### src/rtl/pc_sequencer_if.sv
// Fetch/execute control bundle between the IF stage and the next-PC
// generator: EX resolution inputs, next PC and return-stack status.
interface pc_sequencer_if #(
    parameter int PC_W = 16
);
    logic            hazard;
    logic [PC_W-1:0] if_pc;
    logic            ex_valid;
    logic [PC_W-1:0] ex_pc;
    logic [15:0]     ex_instr;
    logic            branch;
    logic [PC_W-1:0] nxt_pc;
    logic            redirect;
    logic            ras_empty;
    logic            ras_full;
    logic            ras_ovf;
    logic            ras_unf;

    modport master (
        output hazard, if_pc, ex_valid, ex_pc, ex_instr, branch,
        input  nxt_pc, redirect, ras_empty, ras_full, ras_ovf, ras_unf
    );

    modport slave (
        input  hazard, if_pc, ex_valid, ex_pc, ex_instr, branch,
        output nxt_pc, redirect, ras_empty, ras_full, ras_ovf, ras_unf
    );
endinterface

### src/rtl/pc_sequencer.sv
// Next-PC generator for the IF stage: resolves delayed B/CALL/RET in EX
// and keeps a circular hardware return-address stack.
module pc_sequencer #(
    parameter int       PC_W      = 16,
    parameter int       RAS_DEPTH = 8,
    parameter int       DELAY     = 2,
    parameter bit [3:0] OP_B      = 4'hC,
    parameter bit [3:0] OP_CALL   = 4'hD,
    parameter bit [3:0] OP_RET    = 4'hE
) (
    input logic          clk,
    input logic          rst,
    pc_sequencer_if.slave bus
);
    localparam int PW = $clog2(RAS_DEPTH);
    localparam int CW = PW + 1;
    localparam logic [CW-1:0] DEPTH_C = CW'(RAS_DEPTH);

    typedef logic [PC_W-1:0] pc_t;

    pc_t           ras_q [RAS_DEPTH];
    pc_t           ras_d [RAS_DEPTH];
    logic [PW-1:0] tos_q, tos_d;
    logic [CW-1:0] cnt_q, cnt_d;
    logic          ovf_q, ovf_d;
    logic          unf_q, unf_d;

    logic [3:0]    op;
    logic          is_b, is_call, is_ret, has_ent;
    logic [PW-1:0] tos_inc;
    pc_t           seq_pc, br_tgt, call_tgt, ret_addr;

    always_comb begin
        op       = bus.ex_instr[15:12];
        is_b     = bus.ex_valid && (op == OP_B);
        is_call  = bus.ex_valid && (op == OP_CALL);
        is_ret   = bus.ex_valid && (op == OP_RET);
        has_ent  = (cnt_q != '0);
        tos_inc  = tos_q + PW'(1);
        seq_pc   = bus.hazard ? bus.if_pc : bus.if_pc + pc_t'(1);
        br_tgt   = bus.ex_pc + pc_t'(DELAY)
                 + {{(PC_W-8){bus.ex_instr[7]}}, bus.ex_instr[7:0]};
        // Page bits come from ex_pc; only the low 12 bits are encoded.
        call_tgt        = bus.ex_pc;
        call_tgt[11:0]  = bus.ex_instr[11:0];
        ret_addr = bus.ex_pc + pc_t'(DELAY);
    end

    always_comb begin
        bus.nxt_pc   = seq_pc;
        bus.redirect = 1'b0;
        unique case (1'b1)
            is_b && bus.branch: begin
                bus.nxt_pc   = br_tgt;
                bus.redirect = 1'b1;
            end
            is_call: begin
                bus.nxt_pc   = call_tgt;
                bus.redirect = 1'b1;
            end
            is_ret && has_ent: begin
                bus.nxt_pc   = ras_q[tos_q];
                bus.redirect = 1'b1;
            end
            default: ;
        endcase
    end

    always_comb begin
        ras_d = ras_q;
        tos_d = tos_q;
        cnt_d = cnt_q;
        ovf_d = ovf_q;
        unf_d = unf_q;
        if (is_call) begin
            tos_d          = tos_inc;
            ras_d[tos_inc] = ret_addr;
            // A full stack wraps onto its oldest entry.
            if (cnt_q < DEPTH_C) cnt_d = cnt_q + CW'(1);
            else                 ovf_d = 1'b1;
        end else if (is_ret) begin
            if (has_ent) begin
                tos_d = tos_q - PW'(1);
                cnt_d = cnt_q - CW'(1);
            end else begin
                unf_d = 1'b1;
            end
        end
    end

    always_ff @(posedge clk or posedge rst) begin
        if (rst) begin
            for (int i = 0; i < RAS_DEPTH; i++) ras_q[i] <= '0;
            tos_q <= '0;
            cnt_q <= '0;
            ovf_q <= 1'b0;
            unf_q <= 1'b0;
        end else begin
            ras_q <= ras_d;
            tos_q <= tos_d;
            cnt_q <= cnt_d;
            ovf_q <= ovf_d;
            unf_q <= unf_d;
        end
    end

    assign bus.ras_empty = (cnt_q == '0);
    assign bus.ras_full  = (cnt_q == DEPTH_C);
    assign bus.ras_ovf   = ovf_q;
    assign bus.ras_unf   = unf_q;
endmodule

### src/flat_wrapper.sv
// flat-port wrapper written by rule: the top's interface ports become plain ports
module pc_sequencer_flat 
#(
    parameter int       PC_W      = 16,
    parameter int       RAS_DEPTH = 8,
    parameter int       DELAY     = 2,
    parameter bit [3:0] OP_B      = 4'hC,
    parameter bit [3:0] OP_CALL   = 4'hD,
    parameter bit [3:0] OP_RET    = 4'hE
)
  (clk, rst, bus_hazard, bus_if_pc, bus_ex_valid, bus_ex_pc, bus_ex_instr, bus_branch, bus_nxt_pc, bus_redirect, bus_ras_empty, bus_ras_full, bus_ras_ovf, bus_ras_unf);
  pc_sequencer_if #(.PC_W(PC_W)) bus_i ();
  input logic clk;
  input logic rst;
  input wire logic [$bits(bus_i.hazard)-1:0] bus_hazard;
  input wire logic [$bits(bus_i.if_pc)-1:0] bus_if_pc;
  input wire logic [$bits(bus_i.ex_valid)-1:0] bus_ex_valid;
  input wire logic [$bits(bus_i.ex_pc)-1:0] bus_ex_pc;
  input wire logic [$bits(bus_i.ex_instr)-1:0] bus_ex_instr;
  input wire logic [$bits(bus_i.branch)-1:0] bus_branch;
  output wire logic [$bits(bus_i.nxt_pc)-1:0] bus_nxt_pc;
  output wire logic [$bits(bus_i.redirect)-1:0] bus_redirect;
  output wire logic [$bits(bus_i.ras_empty)-1:0] bus_ras_empty;
  output wire logic [$bits(bus_i.ras_full)-1:0] bus_ras_full;
  output wire logic [$bits(bus_i.ras_ovf)-1:0] bus_ras_ovf;
  output wire logic [$bits(bus_i.ras_unf)-1:0] bus_ras_unf;
  assign bus_i.hazard = bus_hazard;
  assign bus_i.if_pc = bus_if_pc;
  assign bus_i.ex_valid = bus_ex_valid;
  assign bus_i.ex_pc = bus_ex_pc;
  assign bus_i.ex_instr = bus_ex_instr;
  assign bus_i.branch = bus_branch;
  assign bus_nxt_pc = bus_i.nxt_pc;
  assign bus_redirect = bus_i.redirect;
  assign bus_ras_empty = bus_i.ras_empty;
  assign bus_ras_full = bus_i.ras_full;
  assign bus_ras_ovf = bus_i.ras_ovf;
  assign bus_ras_unf = bus_i.ras_unf;
  pc_sequencer #(.PC_W(PC_W), .RAS_DEPTH(RAS_DEPTH), .DELAY(DELAY), .OP_B(OP_B), .OP_CALL(OP_CALL), .OP_RET(OP_RET)) u_core (.clk(clk), .rst(rst), .bus(bus_i));
endmodule
### config.mk
export PLATFORM = sky130hd
export DESIGN_NAME = pc_sequencer_flat
export DESIGN_NICKNAME = d
export VERILOG_FILES = /design/src/rtl/pc_sequencer_if.sv /design/src/rtl/pc_sequencer.sv /design/src/flat_wrapper.sv
export SDC_FILE = /design/constraint.sdc
export NUM_CORES = 1
export LEC_CHECK = 0
export CAP_MARGIN = 20
export CORE_AREA = 5 5 126 128
export DETAILED_ROUTE_END_ITERATION = 12
export DIE_AREA = 0 0 131 133
export DONT_BUFFER_PORTS = 1
export GPL_ROUTABILITY_DRIVEN = 1
export PLACE_DENSITY = 0.69
export SYNTH_ARGS = -nofsm -noshare
export SYNTH_HDL_FRONTEND = slang
export SYNTH_SLANG_ARGS = --single-unit
### constraint.sdc
create_clock -name clk -period 9.5 [get_ports clk]
set_input_delay 0.475 -clock clk [delete_from_list [all_inputs] [get_ports clk]]
set_output_delay 0.475 -clock clk [all_outputs]
set_load 0.01 [all_outputs]
; ---- Yosys cells after proc, flatten, opt, wreduce, memory -nomap -nowiden
; Cells that the tools add are included.
; W data, S select, Z words.
[word_totals]
ram_bits = 0
romBits = 0
inputBits = 53
memories = 0
ff_bits = 137
latchBits = 0
wordCells = 64
[op_classes]
n_bitwise = 5
eq_ne = 5
magnitude_cmp = 4
shifts = 0
div_mod_pow = 0
n_mux = 16
n_mul = 0
n_addsub = 7
n_reduce_logical = 15
[op_table]
columns = operator, n
row1 = $bwmux W128, 1
row2 = $mux W16, 4
row3 = $bmux W16 S3, 1
row4 = $demux W16 S3, 1
row5 = $pmux W16 S3, 1
row6 = $add A16 B1 Y16 const B, 1
row7 = $add A16 B16 Y16, 1
row8 = $add A16 B2 Y16 const B, 1
row9 = $eq A4 B4 Y1 const B, 4
row10 = $mux W4, 4
row11 = $mux W3, 3
row12 = $ge A4 B4 Y1 const B, 2
row13 = $not A3 Y4, 2
row14 = $logic_and A1 B1 Y1, 6
row15 = $reduce_and A3 Y1, 2
row16 = $add A4 B1 Y4 const B, 1
row17 = $logic_not A4 Y1, 1
row18 = $lt A4 B1 Y1 const B, 1
row19 = $lt A4 B4 Y1 const B, 1
row20 = $reduce_and A2 Y1, 2
row21 = $reduce_bool A2 Y1, 2
row22 = $reduce_bool A4 Y1, 1
row23 = $sub A4 B1 Y4 const B, 1
row24 = $add A3 B1 Y3 const B, 1
row25 = 5 further kinds, 7

; ---- Longest topological paths before layout
; Gate-level depths: netlist (run 1).
[logic_depth]
ltp_word = 7
ltp_mapped = 14

; ---- Least setup slack after synthesis (run 1)
; OpenSTA, ideal clock, no wires.
[synth_timing]
path_type = input -> output
from = input port bus_ex_pc[1]
to = output port bus_nxt_pc[14]
t_required_ps = 9025
arrival_ps = 2844
n_path_buf = 0
path_stages = 12
slack_ps = 6181
path_cell_list = ha_1 nand2_1 nor2_1 xnor2_1 inv_1 ha_1 and3_1 o211ai_1 a21oi_1 nor2_1 o21a_1 o311ai_0
[synth_between]
elab_chain_len = 3
[synth_lines]
columns = element, line
row1 = start: declaration, flat_wrapper.sv:18  ; input wire logic [$bits(bus_i.ex_pc)-1:0] bus_ex_pc;
row2 = $add A16 B2 Y16, n/a
row3 = net u_core.ret_addr[7], pc_sequencer.sv:31  ; pc_t seq_pc, br_tgt, call_tgt, ret_addr;
row4 = $add A16 B16 Y16, pc_sequencer.sv:42  ; + {{(PC_W-8){bus.ex_instr[7]}}, bus.ex_instr[7:0]};
row5 = $pmux W16 S3, pc_sequencer.sv:52  ; unique case (1'b1)
row6 = end: declaration, flat_wrapper.sv:21  ; output wire logic [$bits(bus_i.nxt_pc)-1:0] bus_nxt_pc;
; The timed path passes the listed nets, and every way through them passes these cells.

; ---- Worst setup path after layout (run 1)
; Same ends and word-level chain as after synthesis.

==> summary.txt, run 1 <==
Initial antenna violation count - 0
Fmax - 254 MHz
CP Buf/Inv Count - 1
Vias in the first global route - 5,949
CTS tree - built
Power Dens Cells - 263 nW/um2
Tmin final - 3.94 ns
Final Hold Fails - 0
Core area - 14,800 um2
Synth async-reset ratio - 100%
Root buf cell - clkbuf_16
Chip Height - 133 um
Total CTS buffers - 17
Synth Area per Inst - 10.2 um2
Routability cong. - 0.978
Post-CTS Setup Repair Bufs - 0
Clk_lat worst skew - 0.42 ns
Int Power - 1.49 mW
Layout cells sized above 1 - 13.8%
CP max stage cell - o311ai_0
Avg WL per Cell - 20.7 um
I/O Pins - 74
Final core occ - 57.3%
FF+latch count, synth - 137
Ratio of final minimum period to clock period - 41.5%
YS warnings - 0
Die area - 17,400 um2
Critical path, cell by cell - ha_1 > nand2_1 > nor2_1 > xnor2_1 > inv_1 > ha_1 > and3_1 > o211ai_1 > a21oi_1 > nor2_1 > o21a_1 > o311ai_0
Worst-Margin Slew - 0.889 ns
Synth area leader - dfrtp_1
Fin worst setup slack - 5.56 ns
Nets@finish - 830
H-tree depth - 4
Post-placement setup slack - 5.65 ns
DRT Pass-1 Iters - 5
Hold-fix buffers, CTS - 0
Vias per cell - 6.21
Synth Cell Area - 7820 um2
Seq/Total Area, Yosys - 43.8%
RSZ-0062 raised after global routing - false
WP data required - 9.03 ns
Switching Power - 0.735 mW
Slew headroom - 40.7%
Part of the power in registers - 41.5%
Global route total overflow - 0
CP top delay family - compound AO/OA/AOI/OAI gates
# clock sinks - 137
Synth unique cells - 71
Clock Skew - 0.00667 ns
Share of the synthesized area in the top cell type - 43.8%
Startpoint types - primary input
# diodes - 0
Flop2flop setup slack - 6.59 ns
Prevailing post-synth register cell - dfrtp_1
Worst min-delay path class - in -> async
Max cap viols - 0
Setup TNS - 0 ns
Largest cells by area after synthesis - dfrtp_1, mux4_2, o21ai_0
Gate Count Post-Synth - 764
Tot Pwr - 2.23 mW
CTS clk-pin slew, worst paths - 0.06 ns
Crit-path max FO - 12
Largest net degree at the start of global routing - 73
Total track usage - 23.2%
Post-route ant nets - 0
Setup crit start - bus_ex_pc[1]
Post-Route WL - 19.7 mm
Worst path max stage delay - 0.64 ns
Number of synthesized flops with an enable pin - 0
Drc violations - 0
Post-CTS Resized - 0
Sw Share - 33.0%
Input/output buffers - 0
Kind of critical path - in -> out
Synthesized Nets - 845
Critical Path AT - 3.47 ns
Clk buf depth - 2
CP Capture Type - primary output
Combinational power share - 31.2%
Final setup violation count - 0
Outcome - finished clean
Starting Density - 53.0%
Syn-to-layout area delta - 8.11%
Num rows - 45
Hold slack - 0.0774 ns
Half-perimeter wire length after placement - 13.4 mm
Layout fillers - 1,195
First-pass GRT wire length - 31.2 mm
Final Max Tran Viols - 0
1st-iter DRT viols - 534
Peak supply drop - 0.000146 V
Clock power frac - 27.3%
R2r startpoint - u_core.tos_q[0]
Via count - 5,903
Die Span X - 131 um
Leak - 3.67 nW
synthesized netlist by cell type (3+ instances only):
cell and count:
nand2b_1 5, buf_1 3, xnor2_1 24, o21a_1 4, a21o_1 4, o2111ai_1 3, a221o_1 3, o221ai_1 3
o21ai_1 7, mux2i_1 13, and3_1 3, dfrtp_1 137, nand2_1 137, buf_6 6, mux2_4 8, mux4_2 32
mux2_2 4, nand2_2 3, o21ai_0 123, a21oi_1 25, a222oi_1 5, xor2_1 16, buf_2 12, nand3_1 12
nor2_1 28, clkbuf_1 20, nor2b_1 3, o211ai_1 3, inv_1 22, nor3_1 6, nand4_1 8, ha_1 26
mux2_1 9
cell type report:
type | instances | area, um2 | area share (%)
multi-input cells | 560 | 4080 | 48.2
clock inverters | 11 | 100 | 1.18
flip-flops and latches | 137 | 3430 | 40.6
inverters | 24 | 93.8 | 1.11
well taps | 188 | 235 | 2.78
repair buffers | 9 | 67.6 | 0.799
clock buffers | 21 | 450 | 5.33
layout by cell type (no fill, tap or decap), types with 6 or more instances in the layout:
cell | Yosys | routed
nand2_1 | 137 | 137
dfrtp_1 | 137 | 136
o21ai_0 | 123 | 123
mux4_2 | 32 | 32
nor2_1 | 28 | 28
ha_1 | 26 | 26
a21oi_1 | 25 | 25
xnor2_1 | 24 | 24
inv_1 | 22 | 21
clkbuf_16 | 0 | 17
xor2_1 | 16 | 16
mux2i_1 | 13 | 13
nand3_1 | 12 | 12
mux2_1 | 9 | 9
buf_4 | 2 | 9
nand4_1 | 8 | 8
mux2_4 | 8 | 8
o21ai_1 | 7 | 7
nor3_1 | 6 | 6
logic make-up (layout without fill, tap and decap cells):
| family | count (synthesis) | count (layout) | share of synthesized area, % |
|---|---|---|---|
| AO/OA/AOI/OAI | 199 | 199 | 14.8 |
| XOR/XNOR | 41 | 41 | 4.69 |
| adder cells (fa/ha/maj) | 28 | 28 | 4.67 |
| buffers and inverters | 67 | 65 | 4.10 |
| flip-flops | 137 | 137 | 43.8 |
| multiplexers | 66 | 66 | 14.3 |
| AND/OR/NAND/NOR | 226 | 226 | 13.7 |
power by group through the flow:
stage | clock network (mW) | logic (mW) | registers [mW]
final | 0.608 | 0.696 | 0.923
after global routing | 0.648 | 0.769 | 0.949
after CTS | 0.617 | 0.700 | 0.922
after detailed placement | 0 | 0.696 | 0.930
after global placement | 0 | 0.670 | 0.909
after floorplan | 0 | 0.563 | 0.890
per-stage QoR:
stage,std cells,area [um2]
after global placement,918,7910
after global routing,950,8460
final,950,8460
after floorplan,764,7820
after detailed placement,918,7910
after CTS,950,8460
flip-flops by register name (all words and copies together), names as in the netlist:
name,count
u_core.bus.ras_ovf,1
u_core.bus.ras_unf,1
u_core.cnt_q,4
u_core.ras_q,128
u_core.tos_q,3
final timing paths:
path | endpoint | cells after the start
max in group asynchronous | u_core.ras_q[55] | 2
min reg2reg | u_core.ras_q[26] | 2
min | u_core.ras_q[96] | 1
max reg2reg | u_core.ras_q[66] | 6
min in group clk | u_core.ras_q[81] | 1
max | bus_nxt_pc[14] | 12
metal layers:
metal | share of wire, % | global-route usage [%] | vias up
met2 | 48 | 36.5 | 248
met1 | 41 | 30.9 | 2921
met4 | 2.0 | 7.83 | 0
met3 | 9.6 | 6.62 | 35
li1 | - | - | 2699
met5 | 0 | 0 | -
Note: power is estimated with default switching activity, not from simulation.
==> inputs of run 2 (changes only) <==
==> constraint.sdc (replaced) <==
create_clock -name clk -period 4.1 [get_ports clk]
set_input_delay 0.205 -clock clk [delete_from_list [all_inputs] [get_ports clk]]
set_output_delay 0.205 -clock clk [all_outputs]
set_load 0.01 [all_outputs]
==> run 2 against run 1 <==
  * Final cell count is 0.63% higher
  * Core utilization is 0.65 points higher
  * Via count is 0.10% lower
  * Global-route usage is 0.60 points higher
==> summary.txt, run 2 (synthesized netlist as in run 1, its figures left out) <==
Peak supply drop - 0.000282 V (was 0.000146 V)
Ratio of final minimum period to clock period - 85.2%
Drc violations - 0 (unchanged)
Critical Path AT - 3.29 ns (was 3.47 ns)
Vias per cell - 6.17 (was 6.21)
Power Dens Cells - 616 nW/um2 (was 263 nW/um2)
Worst-Margin Slew - 0.914 ns (was 0.889 ns)
Crit-path max FO - 9 (was 12)
Combinational power share - 30.2% (was 31.2%)
R2r startpoint - u_core.tos_q[0] (unchanged)
Post-Route WL - 20.3 mm (was 19.7 mm)
Reg2Reg Depth - 7 (was 6)
Tmin final - 3.49 ns
Root buf cell - clkbuf_16 (unchanged)
Final Hold Fails - 0 (unchanged)
Switching Power - 1.73 mW (was 0.735 mW)
Worst min-delay path class - in -> reg (was in -> async)
CTS clk-pin slew, worst paths - 0.06 ns (about the same)
Syn-to-layout area delta - 9.34% (was 8.11%)
Clock power frac - 28.3% (was 27.3%)
Clock Skew - 0.00809 ns (was 0.00667 ns)
Vias in the first global route - 5,941 (was 5,949)
Die Span X - 131 um (unchanged)
Slew headroom - 38.9% (was 40.7%)
Half-perimeter wire length after placement - 14.0 mm (was 13.4 mm)
RSZ-0062 raised after global routing - false (unchanged)
Top reg by flops - u_core.ras_q (unchanged)
Layout cells sized above 1 - 14.3% (was 13.8%)
Met2 routed WL - 9.61 mm (was 9.43 mm)
Post-route ant nets - 0 (unchanged)
I/O Pins - 74 (unchanged)
Largest regs - u_core.ras_q x128, u_core.cnt_q x4, u_core.tos_q x3 (unchanged)
Initial antenna violation count - 1 (was 0)
# clock sinks - 137 (unchanged)
Starting Density - 53.0% (unchanged)
CP top delay family - compound AO/OA/AOI/OAI gates (unchanged)
# diodes - 0 (unchanged)
CTS tree - built (unchanged)
1st-iter DRT viols - 572 (was 534)
Final setup violation count - 0 (unchanged)
Clk buf depth - 2 (unchanged)
CP Capture Type - primary output (unchanged)
Commonest cells after routing, fill and taps aside - nand2_1, dfrtp_1, o21ai_0, mux4_2, nor2_1 (unchanged)
Max layer used - met5 (was met4)
Die area - 17,400 um2 (unchanged)
Worst path max stage delay - 0.67 ns (was 0.64 ns)
DRT met1 WL - 8.22 mm (was 7.98 mm)
CP Buf/Inv Count - 1 (unchanged)
Setup crit start - bus_ex_pc[1] (unchanged)
WL met3 - 2.02 mm (was 1.89 mm)
Commonest non-fill, non-tap cell in the layout - nand2_1 (unchanged)
Setup TNS - 0 ns (unchanged)
Hold Crit Depth - 2
Outcome - finished clean (unchanged)
WP data required - 3.89 ns (was 9.03 ns)
Final Max Tran Viols - 0 (unchanged)
First-pass GRT wire length - 31.7 mm (was 31.2 mm)
Largest net degree at the start of global routing - 138 (was 73)
Leak - 3.73 nW (was 3.67 nW)
Sw Share - 32.8% (was 33.0%)
Part of the power in registers - 41.5% (about the same)
Core area - 14,800 um2 (unchanged)
Input/output buffers - 0 (unchanged)
H-tree depth - 4 (unchanged)
Final core occ - 58.0% (was 57.3%)
Total CTS buffers - 17 (unchanged)
Chip Height - 133 um (unchanged)
Fmax - 286 MHz
Critical path, cell by cell - ha_1 > nand2_1 > nor2_1 > xnor2_1 > inv_1 > ha_1 > and3_1 > o211ai_1 > a21oi_1 > nor2_1 > o21a_1 > o311ai_0 (unchanged)
Via count - 5,897 (was 5,903)
Min-delay src - bus_ex_instr[12]
Global route total overflow - 0 (unchanged)
Num rows - 45 (unchanged)
Max cap viols - 0 (unchanged)
Int Power - 3.54 mW (was 1.49 mW)
Avg WL per Cell - 21.3 um (was 20.7 um)
DRT Pass-1 Iters - 5 (unchanged)
Routability cong. - 0.969 (was 0.978)
Critical path depth - 12 (unchanged)
Startpoint types - primary input (unchanged)
Clk_lat worst skew - 0.42 ns (about the same)
Kind of critical path - in -> out (unchanged)
Total track usage - 23.8% (was 23.2%)
CP max stage cell - o311ai_0 (unchanged)
Number of flip-flops under the largest register name - 128 (unchanged)
Nets@finish - 836 (was 830)
==> run 2: path summary, 6_finish.rpt <==
check,to,slack (ns)
max in group asynchronous,u_core.ras_q[87],3.10
max,bus_nxt_pc[14],0.61
min in group asynchronous,u_core.ras_q[92],0.45
min reg2reg,u_core.ras_q[94],0.47
max reg2reg,u_core.ras_q[9],1.27
min,u_core.bus.ras_unf,0.03
==> run 2: layout make-up <==
| cell class | count | area, um2 |
|---|---|---|
| multi-input cells | 560 | 4080 |
| clock inverters | 12 | 125 |
| fillers | 1218 | 6200 |
| inverters | 24 | 93.8 |
| repair buffers | 15 | 133 |
| well taps | 188 | 235 |
| clock buffers | 20 | 457 |
| flip-flops and latches | 137 | 3430 |
==> run 2: per-stage QoR <==
stage / setup slack (ns) / hold slack [ns] / std cells / area, um2 / power, mW
after CTS: 0.663 / 0.0204 / 956 / 8550 / 5.29
after floorplan: 0.227 / 0.337 / 764 / 7820 / 3.37
after global routing: 0.347 / 0.0464 / 956 / 8550 / 5.57
after detailed placement: 0.795 / 0.322 / 921 / 7940 / 3.78
after global placement: 0.886 / 0.307 / 921 / 7940 / 3.67
final: 0.607 / 0.0281 / 956 / 8550 / 5.27
==> run 2: power groups by stage <==
stage / sequential (mW) / combinational (mW) / clock, mW
2_1_floorplan: 2.06 / 1.30 / 0
3_3_place_gp: 2.15 / 1.52 / 0
3_5_place_dp: 2.20 / 1.59 / 0
4_1_cts: 2.18 / 1.60 / 1.50
5_1_grt: 2.24 / 1.76 / 1.57
6_report: 2.18 / 1.59 / 1.49
==> run 2: worst reg2reg max path, stage by stage, from the launching register on <==
cell and delay (ns):
dfrtp_2 0.67, inv_1 0.20, ha_1 0.49, nor2b_1 0.26, nand2_1 0.46, buf_4 0.39, nand2_1 0.09, o21ai_0 0.11
==> run 2: what timing repair did <==
action	in CTS	in global routing
hold buffers	3	0
resized for setup	0	0
hold endpoints to repair	153	0
buffers inserted	0	0
==> run 2: metal layers <==
layer / vias up / GRT usage (%)
li1: 2722 / -
met1: 2906 / 30.6
met2: 235 / 37.8
met3: 32 / 7.55
met4: 2 / 8.63
met5: - / 0
==> inputs of run 3 (changes only) <==
--- a/config.mk
+++ b/config.mk
@@ -6,12 +6,15 @@
 export NUM_CORES = 1
 export LEC_CHECK = 0
 export CAP_MARGIN = 20
-export CORE_AREA = 5 5 126 128
+export CELL_PAD_IN_SITES_DETAIL_PLACEMENT = 1
+export CELL_PAD_IN_SITES_GLOBAL_PLACEMENT = 2
+export CORE_AREA = 5 5 143 145
 export DETAILED_ROUTE_END_ITERATION = 12
-export DIE_AREA = 0 0 131 133
+export DIE_AREA = 0 0 148 150
 export DONT_BUFFER_PORTS = 1
 export GPL_ROUTABILITY_DRIVEN = 1
-export PLACE_DENSITY = 0.69
+export PLACE_DENSITY_LB_ADDON = 0.1
+export SKIP_LAST_GASP = 1
 export SYNTH_ARGS = -nofsm -noshare
 export SYNTH_HDL_FRONTEND = slang
 export SYNTH_SLANG_ARGS = --single-unit
==> run 3 against run 2 <==
  * Non-clock buffer count is 10 higher
  * Clock power hardly changed
  * Cell area is 1.5% higher
  * Die area is 27% higher
  * Combinational power hardly changed
  * Wire length is 13% higher
  * Worst hold slack better by 0.011 ns
  * Fmax is 4.6% higher
  * Sequential power hardly changed
  * Critical endpoint unchanged
  * Largest cell class unchanged
  * Largest power group unchanged
==> summary.txt, run 3 (synthesized netlist as in run 1, its figures left out) <==
Post-placement setup slack - 0.741 ns (was 0.795 ns)
Input/output buffers - 0 (unchanged)
Crit-path max FO - 9 (unchanged)
Leak - 3.77 nW (was 3.73 nW)
DRT Pass-1 Iters - 4 (was 5)
Drc violations - 0 (unchanged)
Post-CTS Resized - 0 (unchanged)
Worst path max stage delay - 0.53 ns (was 0.67 ns)
Final core occ - 45.5% (was 58.0%)
WP data required - 3.89 ns (about the same)
Syn-to-layout area delta - 11.0% (was 9.34%)
Global route total overflow - 0 (unchanged)
Power Dens Cells - 607 nW/um2 (was 616 nW/um2)
Setup TNS - 0 ns (unchanged)
Switching Power - 1.80 mW (was 1.73 mW)
Critical Path AT - 3.13 ns (was 3.29 ns)
Nets@finish - 846 (was 836)
Sw Share - 34.2% (was 32.8%)
M1 GR Usage - 27.8% (was 30.6%)
CTS tree - built (unchanged)
Root buf cell - clkbuf_16 (unchanged)
Routability cong. - 0.847 (was 0.969)
Tmin final - 3.34 ns (was 3.49 ns)
Vias in the first global route - 6,388 (was 5,941)
Die area - 22,200 um2 (was 17,400 um2)
Half-perimeter wire length after placement - 16.4 mm (was 14.0 mm)
1st-iter DRT viols - 255 (was 572)
Critical path, cell by cell - ha_1 > nand2_1 > nor2_1 > xnor2_1 > inv_1 > ha_1 > and3_1 > o211ai_1 > a21oi_1 > nor2_1 > o21a_1 > o311ai_0 > buf_4 (was ha_1 > nand2_1 > nor2_1 > xnor2_1 > inv_1 > ha_1 > and3_1 > o211ai_1 > a21oi_1 > nor2_1 > o21a_1 > o311ai_0)
Clock Skew - 0.0119 ns (was 0.00809 ns)
Global routing usage on met3 - 4.24% (was 7.55%)
Total track usage - 21.5% (was 23.8%)
CP max stage cell - xnor2_1 (was o311ai_0)
Post-Route WL - 22.9 mm (was 20.3 mm)
Max cap viols - 0 (unchanged)
I/O Pins - 74 (unchanged)
Outcome - finished clean (unchanged)
Starting Density - 41.0% (was 53.0%)
# clock sinks - 137 (unchanged)
Part of the power in registers - 42.0% (was 41.5%)
Commonest non-fill, non-tap cell in the layout - nand2_1 (unchanged)
Number of flip-flops under the largest register name - 128 (unchanged)
Commonest cells after routing, fill and taps aside - nand2_1, dfrtp_1, o21ai_0, mux4_2, nor2_1 (unchanged)
Post-route ant nets - 0 (unchanged)
Fmax - 299 MHz (was 286 MHz)
Final setup violation count - 0 (unchanged)
Largest regs - u_core.ras_q x128, u_core.cnt_q x4, u_core.tos_q x3 (unchanged)
CTS clk-pin slew, worst paths - 0.07 ns (was 0.06 ns)
Hold-fix buffers, CTS - 3 (unchanged)
H-tree depth - 4 (unchanged)
Clk buf depth - 2 (unchanged)
First-pass GRT wire length - 36.7 mm (was 31.7 mm)
Hold slack - 0.0392 ns (was 0.0281 ns)
Busiest layer in global routing - met2 (unchanged)
Final Hold Fails - 0 (unchanged)
Total CTS buffers - 17 (unchanged)
Worst-Margin Slew - 0.967 ns (was 0.914 ns)
Via count - 5,837 (was 5,897)
Ratio of final minimum period to clock period - 81.5% (was 85.2%)
Startpoint types - primary input (unchanged)
Kind of critical path - in -> out (unchanged)
Num rows - 51 (was 45)
# diodes - 0 (unchanged)
Largest net degree at the start of global routing - 107 (was 138)
Clk_lat worst skew - 0.42 ns (about the same)
M2 GR Usage - 37.0% (was 37.8%)
Chip Height - 150 um (was 133 um)
RSZ-0062 raised after global routing - false (unchanged)
Clock power frac - 27.6% (was 28.3%)
Final Max Tran Viols - 0 (unchanged)
Int Power - 3.47 mW (was 3.54 mW)
Slew headroom - 35.4% (was 38.9%)
Core area - 19,100 um2 (was 14,800 um2)
Post-CTS Setup Repair Bufs - 0 (unchanged)
Initial antenna violation count - 0 (was 1)
Worst min-delay path class - in -> reg (unchanged)
Peak supply drop - 0.000309 V (was 0.000282 V)
Layout cells sized above 1 - 15.6% (was 14.3%)
Vias per cell - 5.75 (was 6.17)
Top reg by flops - u_core.ras_q (unchanged)
Combinational power share - 30.3% (was 30.2%)
Fin worst setup slack - 0.760 ns (was 0.607 ns)
CP Capture Type - primary output (unchanged)
Die Span X - 148 um (was 131 um)
Avg WL per Cell - 22.6 um (was 21.3 um)
==> run 3: changes by cell type in the layout (fill, tap and decap cells not counted), sizes merged <==
cell | before | now
clkbuf | 20 | 17
clkinvlp | 3 | 2
inv | 23 | 28
bufinv | 2 | 1
buf | 12 | 22
==> run 3: cell type report <==
class | count | area (um2)
inverters | 24 | 96.3
well taps | 238 | 298
clock buffers | 17 | 425
repair buffers | 25 | 215
multi-input cells | 560 | 4080
flip-flops and latches | 137 | 3430
clock inverters | 15 | 139
fillers | 2109 | 10400
==> run 3: final timing paths <==
path                                   from                  to  slack, ns  cells past startpoint
hold / removal             bus_ex_instr[12]  u_core.bus.ras_unf       0.04                      2
setup / recovery               bus_ex_pc[1]      bus_nxt_pc[14]       0.76                     13
max in group asynchronous               rst    u_core.ras_q[57]       2.82                      4
min in group asynchronous               rst    u_core.ras_q[96]       0.17                      2
hold reg to reg            u_core.ras_q[75]    u_core.ras_q[75]       0.48                      2
setup reg to reg            u_core.tos_q[1]     u_core.ras_q[1]       1.32                      7
==> run 3: power by group through the flow <==
stage / Combinational (mW) / Sequential (mW) / Clock [mW]
6_report: 1.60 / 2.21 / 1.46
5_1_grt: 1.78 / 2.28 / 1.56
4_1_cts: 1.62 / 2.22 / 1.49
3_5_place_dp: 1.60 / 2.24 / 0
3_3_place_gp: 1.54 / 2.19 / 0
2_1_floorplan: 1.30 / 2.06 / 0
==> run 3: critical path: cells and delay by family <==
kind	cells	cell delay, ns
compound gates	4	0.86
buf+inv	2	0.35
xor+xnor	1	0.53
simple gates	4	0.56
fa+ha+maj	2	0.63
==> run 3: through the flow <==
stage | std cells | area (um2) | total power [mW]
after floorplan | 764 | 7820 | 3.37
after global placement | 980 | 8060 | 3.74
after detailed placement | 980 | 8060 | 3.84
after CTS | 1015 | 8650 | 5.33
after global routing | 1016 | 8680 | 5.62
final | 1016 | 8680 | 5.27
==> run 3: metal layers <==
layer / part of all wire [%] / vias to the layer above
met5: 0 / -
met4: 1.7 / 0
met3: 5.6 / 22
met2: 49 / 116
met1: 44 / 2967
li1: - / 2732
